**src/rtl/adder_tree_pipe.sv**
```systemverilog
// adder_tree_pipe
// Fully pipelined unsigned adder tree. It reduces N_IN packed operands to a
// single sum, with one register stage per tree level and an output/accumulate
// register after the last level. It can optionally accumulate tree sums over
// a multi-beat frame that ends with in_last.
//
// Ports
//   Clk        rising-edge clock
//   Reset      synchronous, active-high reset
//   in_valid   input beat valid
//   in_ready   block accepts a beat this cycle (low while output is stalled)
//   in_data    N_IN packed operands, operand i = in_data[i*IN_W +: IN_W]
//   in_last    final beat of an accumulation frame
//   acc_mode   0: one sum per beat, 1: accumulate until in_last
//   out_valid  out_sum/out_last valid
//   out_ready  downstream accepts the result
//   out_sum    result (SUM_W bits, zero-extended tree sum in mode 0)
//   out_last   in_last of the beat that produced the result
module adder_tree_pipe #(
  parameter int unsigned IN_W  = 14,
  parameter int unsigned N_IN  = 16,
  parameter int unsigned ACC_W = 4
) (
  input  logic                                  Clk,
  input  logic                                  Reset,
  input  logic                                  in_valid,
  output logic                                  in_ready,
  input  logic [N_IN*IN_W-1:0]                  in_data,
  input  logic                                  in_last,
  input  logic                                  acc_mode,
  output logic                                  out_valid,
  input  logic                                  out_ready,
  output logic [IN_W+$clog2(N_IN)+ACC_W-1:0]    out_sum,
  output logic                                  out_last
);

  localparam int unsigned LEVELS = $clog2(N_IN);
  localparam int unsigned TREE_W = IN_W + LEVELS;
  localparam int unsigned SUM_W  = TREE_W + ACC_W;

  logic              stall;
  logic              accept;

  logic [TREE_W-1:0] tree_sum;
  logic              tree_vld;
  logic              tree_mode;
  logic              tree_last;

  logic [SUM_W-1:0]  acc_d, acc_q;
  logic [SUM_W-1:0]  out_sum_d, out_sum_q;
  logic              out_valid_d, out_valid_q;
  logic              out_last_d, out_last_q;

  // A held result that downstream has not taken freezes the whole pipeline.
  always_comb begin
    stall    = out_valid_q && !out_ready;
    in_ready = !stall;
    accept   = in_valid && in_ready;
  end

  // Level k holds N_IN>>k sums of width IN_W+k; it reads the full-width
  // results of level k-1 (or the raw operands for k = 1), so nothing truncates.
  for (genvar k = 1; k <= LEVELS; k++) begin : g_lvl
    localparam int unsigned NK = N_IN >> k;
    localparam int unsigned WK = IN_W + k;

    logic [2*NK*(WK-1)-1:0] src;
    logic [NK*WK-1:0]       sum_d, sum_q;
    logic                   vld_d, vld_q;
    logic                   mode_d, mode_q;
    logic                   last_d, last_q;

    if (k == 1) begin : g_src
      always_comb begin
        src    = in_data;
        vld_d  = accept;
        mode_d = acc_mode;
        last_d = in_last;
      end
    end else begin : g_src
      always_comb begin
        src    = g_lvl[k-1].sum_q;
        vld_d  = g_lvl[k-1].vld_q;
        mode_d = g_lvl[k-1].mode_q;
        last_d = g_lvl[k-1].last_q;
      end
    end

    always_comb begin
      sum_d = '0;
      for (int unsigned i = 0; i < NK; i++) begin
        sum_d[i*WK +: WK] = WK'(src[(2*i)*(WK-1) +: WK-1])
                          + WK'(src[(2*i+1)*(WK-1) +: WK-1]);
      end
    end

    always_ff @(posedge Clk) begin
      if (Reset) begin
        sum_q  <= '0;
        vld_q  <= 1'b0;
        mode_q <= 1'b0;
        last_q <= 1'b0;
      end else if (!stall) begin
        sum_q  <= sum_d;
        vld_q  <= vld_d;
        mode_q <= mode_d;
        last_q <= last_d;
      end
    end

    if (k == LEVELS) begin : g_root
      always_comb begin
        tree_sum  = sum_q;
        tree_vld  = vld_q;
        tree_mode = mode_q;
        tree_last = last_q;
      end
    end
  end

  // Output / accumulate stage. A mode-0 beat also clears the accumulator,
  // which is how a partial mode-1 frame gets discarded.
  always_comb begin
    acc_d       = acc_q;
    out_sum_d   = out_sum_q;
    out_valid_d = out_valid_q;
    out_last_d  = out_last_q;
    if (!stall) begin
      out_valid_d = 1'b0;
      if (tree_vld) begin
        if (!tree_mode) begin
          out_sum_d   = SUM_W'(tree_sum);
          out_valid_d = 1'b1;
          out_last_d  = tree_last;
          acc_d       = '0;
        end else if (!tree_last) begin
          acc_d = acc_q + SUM_W'(tree_sum);
        end else begin
          out_sum_d   = acc_q + SUM_W'(tree_sum);
          out_valid_d = 1'b1;
          out_last_d  = 1'b1;
          acc_d       = '0;
        end
      end
    end
  end

  always_ff @(posedge Clk) begin
    if (Reset) begin
      acc_q       <= '0;
      out_sum_q   <= '0;
      out_valid_q <= 1'b0;
      out_last_q  <= 1'b0;
    end else begin
      acc_q       <= acc_d;
      out_sum_q   <= out_sum_d;
      out_valid_q <= out_valid_d;
      out_last_q  <= out_last_d;
    end
  end

  always_comb begin
    out_sum   = out_sum_q;
    out_valid = out_valid_q;
    out_last  = out_last_q;
  end

endmodule

```
**config.mk**
```make
export PLATFORM = sky130hd
export DESIGN_NAME = adder_tree_pipe
export DESIGN_NICKNAME = d
export VERILOG_FILES = /design/src/rtl/adder_tree_pipe.sv
export SDC_FILE = /design/constraint.sdc
export NUM_CORES = 1
export LEC_CHECK = 0
export ABC_CLOCK_PERIOD_IN_PS = 5600
export CORE_UTILIZATION = 39
export DETAILED_ROUTE_END_ITERATION = 12
export GPL_TIMING_DRIVEN = 0
export SETUP_SLACK_MARGIN = 0.4
export SYNTH_ARGS = -nofsm -noshare
export SYNTH_HDL_FRONTEND = slang
export SYNTH_SLANG_ARGS = --single-unit
```
**constraint.sdc**
```tcl
create_clock -name Clk -period 5.6 [get_ports Clk]
set_input_delay 1.12 -clock Clk [delete_from_list [all_inputs] [get_ports Clk]]
set_output_delay 1.12 -clock Clk [all_outputs]
set_load 0.02 [all_outputs]
```
==> impl_metrics.yaml <==
power_and_ir_drop:
  peakVddDrop_mv: 0.1935
  p_total_mw: 7.376
  powerDensity_mw_per_mm2: 295.5
  p_leak_nw: 10.46
logic_synthesis:
  synth_nets: 3017
  synth_cells: 2532
  synth_edf_count: 0
  synth_area_leaders: "dfxtp_1 (29%), ha_1 (15%), a21oi_1 (6.9%)"
  yosysUniqueCellTypes: 84
  ys_ff_latch: 294
  syn_area_mm2: 0.02038
  syn_area_per_cell_um2: 8.050
  synth_seq_area_share_pct: 28.87
  yosysTopAreaCell: "dfxtp_1"
  synth_ff_type: "dfxtp_1"
  synthArstFlopShare_pct: 0
  synth_top_area_share_pct: 28.87
  yosysWarnings: 0
sta:
  worstMarginPinSlew_ns: 1.444
  period_needed_ns: 5.166
  hold_viol: 0
  slew_viol_final: 0
  setup_violations: 0
  max-slew-margin-rel_pct: 3.755
  max_freq_mhz: 193.6
  rsz0062_at_grt: "no"
  finClkSkew_ns: 0.01734
  layout_worst_path_cycle_share_pct: 92.25
clock_tree:
  clock_sinks: 294
  cts_buffer_depth: 3
  cts_made_buffers: 36
  path_clk_slew_ns: 0.05
  root_buffer: "clkbuf_16"
  cts_htree_levels: 2
  postCtsSetupBuffers: 0
  cts_tree: "yes"
  insertion_delay_ns: 0.56
finish:
  area_growth_pct: 22.44
  antenna_cells: 0
  nNetsFinal: 3308
  ff_latch_area_mm2: 0.005886
  final_cells: 3527
  drive_gt1_share_pct: 4.145
  multi_input_area_mm2: 0.01379
  nFillCells: 5203
route:
  vias: 19900
  drt_iter0_markers: 1224
  routedWlPerCell_um: 20.11
  vias_per_cell: 5.643
  antenna_left: 0
  totalWireLength_um: 70930
  firstDrtPassIters: 5
  route.detailed.drc: 0
floorplan:
  rows: 83
  die_h_um: 230.6
  die_area_mm2: 0.05318
  start_util_pct: 39.57
  ioPinCount: 255
  die_x_um: 230.6
  core_area_mm2: 0.05151
grt:
  use_met2_pct: 44.54
  grt_pass1_wl_um: 108200
  grt_max_degree: 13
  grt_use_met1_pct: 34.47
  overflow: 0
  top_usage_layer: "met2"
  grtUsageMet3_pct: 2.606
  grt_usage_pct: 26.17
  grt_pass1_vias: 19200
  antenna_found_initial: 0
setup_path:
  critPathKind: "in2out"
  path_max_fanout: 10
  startpoint_type: "input pin"
  endpoint_kind: "primary output"
  crit_arrival_ns: 4.05
  worst_ep_required_time_ns: 4.48
job:
  cap_violations: 0
placement:
  placed_cells: 3465
  io_buffers: 253
  place_congestion: 0.8962
  hpwl_um: 54380
worst_hold_path:
  hold_path.class: "reg2reg"
status:
  run_status: "complete, no violations"
worst max-delay path, cell delays in order:
cell,delay (ns)
clkdlybuf4s50_1,0.46
nor2b_1,0.07
clkbuf_2,0.26
inv_1,0.26
clkbuf_2,0.35
clkbuf_2,0.47
clkbuf_4,0.39
clkdlybuf4s50_1,0.65
what timing repair did:
action / in CTS / in global routing
hold buffers: 0 / 0
gates resized for setup: 5 / 0
setup endpoints to repair: 1 / 0
power breakdown:
part / switching (mW) / internal (mW) / total (mW)
Sequential: 0.237 / 2.39 / 2.63
Clock: 0.945 / 1.44 / 2.39
Combinational: 1.28 / 1.08 / 2.36
metrics by stage:
stage                     setup slack, ns  util, %  setup TNS (ns)  area [um2]  hold slack (ns)
after global routing               0.4146    48.45               0       24960           0.4661
after CTS                          0.4796    48.45               0       24960           0.4544
final                              0.4337    48.45               0       24960           0.4498
after floorplan                     2.124        -               0       20380           0.4265
after detailed placement          -0.6427    46.14         -0.6427       23770           0.4438
after global placement            -0.6501    46.14         -0.6501       23770           0.4406
cell usage after synthesis (10+ instances only):
cell,number
nand2_1,312
dfxtp_1,294
a21oi_1,282
ha_1,239
o21ai_0,177
nor2_1,169
clkbuf_1,91
inv_1,86
nand3_1,85
a211oi_1,80
xnor2_1,61
a21o_1,59
xor2_1,59
o21a_1,55
nor3_1,53
or3_1,30
and3_1,25
nor2b_1,22
nand2b_1,21
o21bai_1,20
a31oi_1,19
o211ai_1,18
a211o_1,16
fa_1,16
nand4_1,11
o31ai_1,10
area by class of cell:
class | instances | area share [%]
Clock inverter | 9 | 0.5114
Timing Repair Buffer | 253 | 10.15
Buffer | 102 | 1.574
Multi-Input combinational cell | 2049 | 55.24
Sequential cell | 294 | 23.58
Tap cell | 680 | 3.409
Clock buffer | 53 | 4.231
Inverter | 87 | 1.308
state kept, by name (all words and copies together), names as in the netlist:
name	flops
out_last	1
g_lvl.sum_q	236
g_lvl.vld_q	4
g_lvl.mode_q	4
out_sum	22
g_lvl.last_q	4
acc_q	22
out_valid	1
placed cells by master, fill, tap and decap left out, drive strengths merged, types with 59 or more instances in the layout:
master,Yosys,final
nand2,312,312
dfxtp,294,294
a21oi,287,287
clkdlybuf4s50,0,253
ha,239,239
o21ai,189,189
nor2,169,169
clkbuf,91,144
inv,86,88
nand3,85,85
a211oi,81,81
xnor2,61,61
xor2,59,59
a21o,59,59
per-layer routing:
metal,vias up,share of wire (%)
li1,9845,-
met1,9409,45
met2,547,47
met3,103,4.6
met4,0,3.1
met5,-,0
final timing paths:
| path | startpoint | endpoint | slack (ns) | depth (start not counted) |
|---|---|---|---|---|
| worst max-delay path | out_ready | in_ready | 0.43 | 8 |
| worst min-delay path | out_sum[21] | out_sum[21] | 0.45 | 2 |
| worst max register to register | out_valid | g_lvl[1].sum_q[94] | 1.85 | 7 |
| worst min register to register | out_sum[21] | out_sum[21] | 0.45 | 2 |
logic make-up after synthesis:
group	count (synthesis)	share of synthesized area (%)
AND/OR/NAND/NOR	811	18.96
flip-flops	294	28.87
multiplexers	8	0.3929
buffers and inverters	189	3.493
adder cells (fa/ha/maj)	255	16.24
AO/OA/AOI/OAI	855	26.89
XOR/XNOR	120	5.156
Note: power is estimated with default switching activity, not from simulation.
